[config.mk]
export PLATFORM = sky130hd
export DESIGN_NAME = tmds_word_aligner
export DESIGN_NICKNAME = d
export VERILOG_FILES = /design/src/rtl/tmds_pkg.sv /design/src/rtl/tmds_token_detect.sv /design/src/rtl/tmds_word_aligner.sv
export SDC_FILE = /design/constraint.sdc
export NUM_CORES = 1
export LEC_CHECK = 0
export BUFFER_PORTS_ARGS = -buffer_cell sky130_fd_sc_hd__buf_2
export CAP_MARGIN = 5
export CORE_MARGIN = 5
export CORE_UTILIZATION = 45
export DETAILED_ROUTE_END_ITERATION = 12
export HOLD_SLACK_MARGIN = 0.06
export PLACE_DENSITY = 0.69
export SLEW_MARGIN = 20
export SYNTH_ARGS = -nofsm -noshare
export SYNTH_HDL_FRONTEND = slang
export SYNTH_SLANG_ARGS = --single-unit
[constraint.sdc]
create_clock -name ref_clk_i -period 2.4 [get_ports ref_clk_i]
set_input_delay 0.12 -clock ref_clk_i [delete_from_list [all_inputs] [get_ports ref_clk_i]]
set_output_delay 0.12 -clock ref_clk_i [all_outputs]
set_load 0.01 [all_outputs]
[src/rtl/tmds_pkg.sv]
// Shared TMDS definitions: control-token code words, their {C1,C0} encoding,
// and the word-aligner state type.
package tmds_pkg;

    // Control-token symbols as seen on the wire, bit 0 transmitted first.
    localparam logic [9:0] TMDS_CTL0 = 10'h354;
    localparam logic [9:0] TMDS_CTL1 = 10'h0AB;
    localparam logic [9:0] TMDS_CTL2 = 10'h154;
    localparam logic [9:0] TMDS_CTL3 = 10'h2AB;

    // {C1,C0} carried by each token.
    localparam logic [1:0] CTL_CODE0 = 2'b00;
    localparam logic [1:0] CTL_CODE1 = 2'b01;
    localparam logic [1:0] CTL_CODE2 = 2'b10;
    localparam logic [1:0] CTL_CODE3 = 2'b11;

    typedef enum logic {
        SEARCH = 1'b0,
        LOCKED = 1'b1
    } align_state_e;

    // Bit offsets cycle 0..9 so the hunt covers every possible boundary.
    function automatic logic [3:0] next_offset(input logic [3:0] offset);
        return (offset == 4'd9) ? 4'd0 : offset + 4'd1;
    endfunction

endpackage

[src/rtl/tmds_token_detect.sv]
// Combinational TMDS control-token recogniser; shared by the word aligner
// and the TMDS decoder.
module tmds_token_detect
    import tmds_pkg::*;
(
    input  logic [9:0] word,
    output logic       is_tok,
    output logic [1:0] ctl
);

    always_comb begin
        // NOTE: both outputs get a default before the case so no path leaves
        // them unassigned, which would otherwise infer a latch.
        is_tok = 1'b1;
        ctl    = CTL_CODE0;
        case (word)
            TMDS_CTL0: ctl = CTL_CODE0;
            TMDS_CTL1: ctl = CTL_CODE1;
            TMDS_CTL2: ctl = CTL_CODE2;
            TMDS_CTL3: ctl = CTL_CODE3;
            default:   is_tok = 1'b0;
        endcase
    end

endmodule

[src/rtl/tmds_word_aligner.sv]
// TMDS receive word aligner: barrel-shifts deserializer words until the
// control tokens line up, then holds that offset while tokens keep arriving.
module tmds_word_aligner
    import tmds_pkg::*;
#(
    parameter int LOCK_CNT = 8,
    parameter int TIMEOUT  = 4096
) (
    input  logic       ref_clk_i,
    input  logic       rst,
    input  logic [9:0] raw_i,
    output logic [9:0] dat_o,
    output logic       tok_o,
    output logic [1:0] ctl_o,
    output logic       locked_o,
    output logic [3:0] offset_o
);

    localparam int TW = (TIMEOUT > 2) ? $clog2(TIMEOUT) : 1;

    logic [9:0]    prev_q;
    logic [19:0]   pair;
    logic [9:0]    w;
    logic          is_tok;
    logic [1:0]    ctl;
    align_state_e  state;
    logic [TW-1:0] timer;
    logic [7:0]    tok_cnt;
    logic [8:0]    cnt_next;
    logic          timer_done;

    // The previous word supplies the earlier bits of any window that
    // straddles a deserializer word boundary.
    assign pair = {raw_i, prev_q} >> offset_o;
    assign w    = pair[9:0];

    tmds_token_detect u_detect (
        .word   (w),
        .is_tok (is_tok),
        .ctl    (ctl)
    );

    assign cnt_next   = {1'b0, tok_cnt} + 9'd1;
    assign timer_done = (timer == TW'(TIMEOUT - 1));

    always_ff @(posedge ref_clk_i or posedge rst) begin
        // NOTE: registers are updated with non-blocking assignments so every
        // flop samples the pre-edge values regardless of statement order.
        if (rst) begin
            prev_q <= '0;
            dat_o  <= '0;
            tok_o  <= 1'b0;
            ctl_o  <= '0;
        end else begin
            prev_q <= raw_i;
            dat_o  <= w;
            tok_o  <= is_tok;
            if (is_tok) begin
                ctl_o <= ctl;
            end
        end
    end

    // A token always wins over an expiring timer, in both states.
    always_ff @(posedge ref_clk_i or posedge rst) begin
        if (rst) begin
            state    <= SEARCH;
            offset_o <= '0;
            locked_o <= 1'b0;
            timer    <= '0;
            tok_cnt  <= '0;
        end else begin
            case (state)
                SEARCH: begin
                    if (is_tok) begin
                        timer <= '0;
                        if (cnt_next == 9'(LOCK_CNT)) begin
                            state    <= LOCKED;
                            locked_o <= 1'b1;
                            tok_cnt  <= '0;
                        end else begin
                            tok_cnt <= cnt_next[7:0];
                        end
                    end else if (timer_done) begin
                        offset_o <= next_offset(offset_o);
                        timer    <= '0;
                        tok_cnt  <= '0;
                    end else begin
                        timer   <= timer + TW'(1);
                        tok_cnt <= '0;
                    end
                end
                LOCKED: begin
                    if (is_tok) begin
                        timer <= '0;
                    end else if (timer_done) begin
                        state    <= SEARCH;
                        locked_o <= 1'b0;
                        offset_o <= next_offset(offset_o);
                        timer    <= '0;
                        tok_cnt  <= '0;
                    end else begin
                        timer <= timer + TW'(1);
                    end
                end
                default: state <= SEARCH;
            endcase
        end
    end

endmodule

[Yosys cells after proc, flatten, opt, wreduce, memory -nomap -nowiden]
Index checks and enable logic that the tools add are counted.
Cells by class
  $add $sub $neg: 3
  equal/unequal tests: 11
  shifts and indexed selects: 1
  mux-type cells: 22
  bitwise logic cells: 2
  reductions and logical operators: 4
Operators by type and width (count)
  2-to-1 mux 8 bit: 4
  2-to-1 mux 12 bit: 2
  equality test 10 bit (second input constant): 2
  >> shifter 20 x 4 -> 10 bit: 1
  case mux 8 bit (2 select lines): 1
  adder 12 x 1 -> 12 bit (second input constant): 1
  equality test 12 bit (second input constant): 1
  2-to-1 mux 4 bit: 3
  equality test 10 x 8 -> 1 bit (second input constant): 1
  equality test 10 x 9 -> 1 bit (second input constant): 1
  adder 8 x 1 -> 9 bit (second input constant): 1
  equality test 9 x 4 -> 1 bit (second input constant): 1
  2-to-1 mux 1 bit: 9
  inequality test 2 bit (second input constant): 3
  case mux 2 bit (3 select lines): 1
  adder 4 x 1 -> 4 bit (second input constant): 1
  equality test 4 bit (second input constant): 1
  case mux 1 bit (2 select lines): 2
  AND reduction 2 bit: 2
  AND reduction 4 bit: 1
  OR reduction 4 bit: 1
  inequality test 2 x 1 -> 1 bit (second input constant): 1
  NOT 1 bit: 2
Word-level totals
  flip-flop bits (word level): 49
  input bits: 12
  output and inout bits: 18
  logic and storage cells: 52

[Logic depth before layout (Yosys ltp)]
  depth in word-level cells: 6
  gate-level depth with buffers: 12
  depth with buffers taken out: 9

[Modules after synthesis]
A second synthesis with hierarchy kept.
Unflattened totals
  cell total of the unflattened synthesis: 240
  area, all modules: 2755.1 µm²
By module, submodules not included
  tmds_word_aligner: instances 1, cells each 231, area each 2633.8 µm²
  tmds_token_detect: instances 1, cells each 9, area each 121.4 µm²

[Worst setup path before layout]
No wires, ideal clock.
  kind: reg-to-reg
  from: register offset_o[2]
  to: register offset_o[1]
  library setup time: 0.127 ns
  arrival: 2.541 ns
  required time: 2.273 ns
  path slack: -0.269 ns
  cell stages (with the launch flop): 12
  buffers on the path: 3
  period minus slack after synthesis: 2.669 ns
  path through: dfrtp_1 > buf_4 > buf_4 > buf_2 > mux2_2 > nand3_1 > o21ai_0 > o211a_1 > o211a_4 > a21oi_4 > nand3_1 > mux2_1
Between the ends
  longest elaborated chain between the ends: 6
  elaborated cells on any way between the ends: 13
Ends and longest elaborated chain
  start: declaration: RTL line tmds_word_aligner.sv:16  | output logic [3:0] offset_o
  start signal: assignment: RTL line tmds_word_aligner.sv:85  | offset_o <= next_offset(offset_o);
  start signal: assignment: RTL line tmds_word_aligner.sv:99  | offset_o <= next_offset(offset_o);
  >> shifter 20 x 4 -> 10 bit: RTL line tmds_word_aligner.sv:34  | assign pair = {raw_i, prev_q} >> offset_o;
  equality test 10 bit, or another cell as far along: RTL line tmds_token_detect.sv:16  | case (word)
  OR reduction 4 bit (no line)
  2-to-1 mux 1 bit: RTL line tmds_token_detect.sv:16
  NOT 1 bit (no line)
  AND reduction 2 bit (no line)
Parallel ways exist; a longest one is shown, timed or not. The select of a mux whose other input is x is not followed.
A chain may end at the register's enable or synchronous reset.

[Worst setup path in the final report]
  from: register offset_o[1]
  to: register offset_o[1]
Between the ends
  longest elaborated chain between the ends: 6
  elaborated cells on any way between the ends: 14
Ends and longest elaborated chain
  >> shifter 20 x 4 -> 10 bit *: RTL line tmds_word_aligner.sv:34
  net pair[2]: RTL line tmds_word_aligner.sv:22  | logic [19:0] pair;
  equality test 10 bit, or another cell as far along: RTL line tmds_token_detect.sv:16
  OR reduction 4 bit (no line) *
  2-to-1 mux 1 bit *: RTL line tmds_token_detect.sv:16
  NOT 1 bit (no line) *
  AND reduction 2 bit (no line) *
Mark *: on every way through the listed nets, which the timed path passes. The rest lies on a longest branch. The select of a mux whose other input is x is not followed.

==> results.yml <==
synth:
  synth_most_common_cell: "dfrtp_1"
  synth_ff_type: "dfrtp_1"
  yosys_register_bits: 49
  synth_top_area_cell: "dfrtp_1"
  syn-cell-area_um2: 3050
  synth_top_area_share_pct: 40.1
  yosys-top-cells-count: "dfrtp_1 (49), nor2_1 (25), nand2_1 (18), nand3_1 (18), mux2i_1 (17)"
  synth_area_leaders: "dfrtp_1 (40%), mux4_2 (11%), mux2i_1 (5.6%)"
  synth.avg_cell_area_um2: 11.2
  ys_warn_count: 0
  syn_nets: 288
  synth_cells: 273
  async_flop_share_pct: 100
  synth_seq_area_share_pct: 40.1
  ys_types: 56
  synth_edf_count: 0
final_layout:
  final_nets: 386
  diodes: 0
  fin_area_um2: 4140
  ff_latch_area_um2: 1230
  syn_to_final_growth_pct: 35.6
  nFillCells: 515
  multiInputGateArea_um2: 1850
  drive_above_1_share_pct: 43.4
pwr:
  p_int_mw: 1.37
  comb_power_share_pct: 22.0
  pwr-share-clk_pct: 25.7
  p_sw_uw: 527
  power-per-cell-area_nw_per_um2: 459
  seq_power_share_pct: 52.3
  switching_share_pct: 27.7
  p_leak_nw: 1.81
  p_total_mw: 1.90
  ir_worst_vdd_mv: 0.446
grt:
  grt_first_pass_wirelength_um: 12900
  overflow: 0
  grt.total_usage_pct: 19.1
  grt_max_degree: 50
  grt_pass1_vias: 2687
  antenna_found_initial: 0
run:
  drv_cap: 0
critical_path:
  r2r_setup_slack_ns: -0.25
  startpoint_type: "register"
  crit_fanout: 9
  cp.arrival_ns: 2.84
  cp.required_ns: 2.60
  critPathKind: "reg2reg"
  critPathCaptureType: "register"
placed_design:
  post_dp_cell_area_um2: 3660
  place_ws_ns: -0.330
  hpwl_um: 5330
  io_buffers: 29
  routabilityCongestion: 0.908
sta:
  rsz0062_at_grt: "true"
  finalCriticalPeriod_ns: 2.65
  fin_tns_setup_ns: -4.85
  max-slew-margin-rel_pct: 43.8
  finalSetupViolations: 28
  clock_skew_ns: 0.0106
  drv_slew: 0
  fin_crit_sh_pct: 110
  max_freq_mhz: 378
  setup_ws_ns: -0.245
  worst_pin_slew_ns: 0.842
  hold_violations: 0
clocking:
  h-tree-depth: 2
  clock-sinks: 49
  clk_pin_slew_ns: 0.09
  cts_tree: "done"
  cts_buffer_depth: 2
  cts_buffers: 5
  clockRootBuffer: "clkbuf_8"
  clk_latency_ns: 0.31
run_status:
  violations: "setup timing"
  status: "finished with violations"
route:
  dr.pass1.iters: 4
  vias: 2520
  initialDrtViolationCount: 190
  drc: 0
  vias_per_cell: 5.59
  ant_nets: 0
  routed_wl_um: 7530
  post_drt_wl_per_cell_um: 16.7
floorplan:
  die_area_um2: 8530
  die_w_um: 92.4
  rows: 30
  die_y_um: 92.4
  core_um2: 6680
  start_util_pct: 45.7
  ios: 30
worst_hold_path:
  hold_class: "in2reg"
-- power groups by stage --
stage               logic [mW]  registers (mW)  clock network, mW
floorplan                0.224           0.998                  0
global placement         0.327            1.00                  0
detailed placement       0.335            1.01                  0
CTS                      0.416           0.993              0.506
global route             0.460            1.01              0.544
finish                   0.419           0.994              0.488
-- per-layer routing --
layer / routed length [µm] / track usage (%)
met5: 0 / 0
met4: 147 / 6.56
met3: 457 / 4.39
met2: 3790 / 32.1
met1: 3140 / 24.2
-- worst max-delay path, stage by stage (launching register included) --
cell,delay (ns)
dfrtp_2,0.49
buf_4,0.22
mux4_2,0.31
mux4_2,0.52
nand4b_1,0.11
and4bb_4,0.21
a21oi_4,0.16
buf_6,0.15
nand3_4,0.06
mux2_4,0.31
-- flip-flops by register name (all words and copies together) (netlist names) --
register,count
ctl_o,2
state,1
timer,12
dat_o,10
tok_o,1
tok_cnt,8
locked_o,1
offset_o,4
prev_q,10
-- final cells by class --
class | count | share of cell area [%]
multi-input cells | 201 | 44.6
flip-flops and latches | 49 | 29.7
repair buffers | 103 | 20.0
well taps | 80 | 2.42
clock buffers | 7 | 2.08
inverters | 11 | 1.21
-- worst paths after layout --
path                                          from                      end  cells after the start
setup / recovery           offset_o[1]$_DFFE_PP0N_  offset_o[1]$_DFFE_PP0N_                      9
hold / removal                            raw_i[9]       dat_o[7]$_DFF_PP0_                      5
setup reg to reg           offset_o[1]$_DFFE_PP0N_  offset_o[1]$_DFFE_PP0N_                      9
hold reg to reg                 timer[0]$_DFF_PP0_       timer[0]$_DFF_PP0_                      1
max in group asynchronous                      rst  offset_o[0]$_DFFE_PP0N_                      3
min in group asynchronous                      rst          tok_o$_DFF_PP0_                      3
-- cell families (layout without fill, tap and decap cells) --
group           after synthesis  count (layout)  share of synthesized area (%)
simple gates                 97              97                           16.8
flops                        49              49                           40.1
compound gates               47              48                           11.9
mux                          42              42                           22.3
buf+inv                      24             121                           4.42
xor+xnor                     11              11                           3.15
fa+ha+maj                     3               3                           1.23
-- cells in the final DEF (no fill, tap or decap), types with 11 or more instances in the layout --
master	instances
mux4_2	16
buf_4	50
nor2_1	20
nand2_1	17
dlygate4sd3_1	11
nand3_1	16
buf_2	29
mux2i_1	15
dfrtp_1	47
-- repair_timing --
| item | CTS | global route |
|---|---|---|
| gates resized for setup | 27 | 8 |
| setup endpoints to repair | 28 | 28 |
| pin swaps | 11 | 1 |
| setup buffers | 12 | 2 |
| endpoints found under the hold margin | 10 | 50 |
| cloned | 2 | 0 |
| hold buffers | 9 | 2 |
-- per-stage QoR --
| stage | cells | utilization (%) | hold WS [ns] |
|---|---|---|---|
| floorplan | 273 | - | 0.151 |
| global route | 451 | 62.0 | 0.432 |
| CTS | 447 | 60.8 | -0.0109 |
| global placement | 417 | 54.9 | 0.288 |
| detailed placement | 417 | 54.9 | 0.293 |
| finish | 451 | 62.0 | 0.427 |
Power figures use the tool's default switching activity.
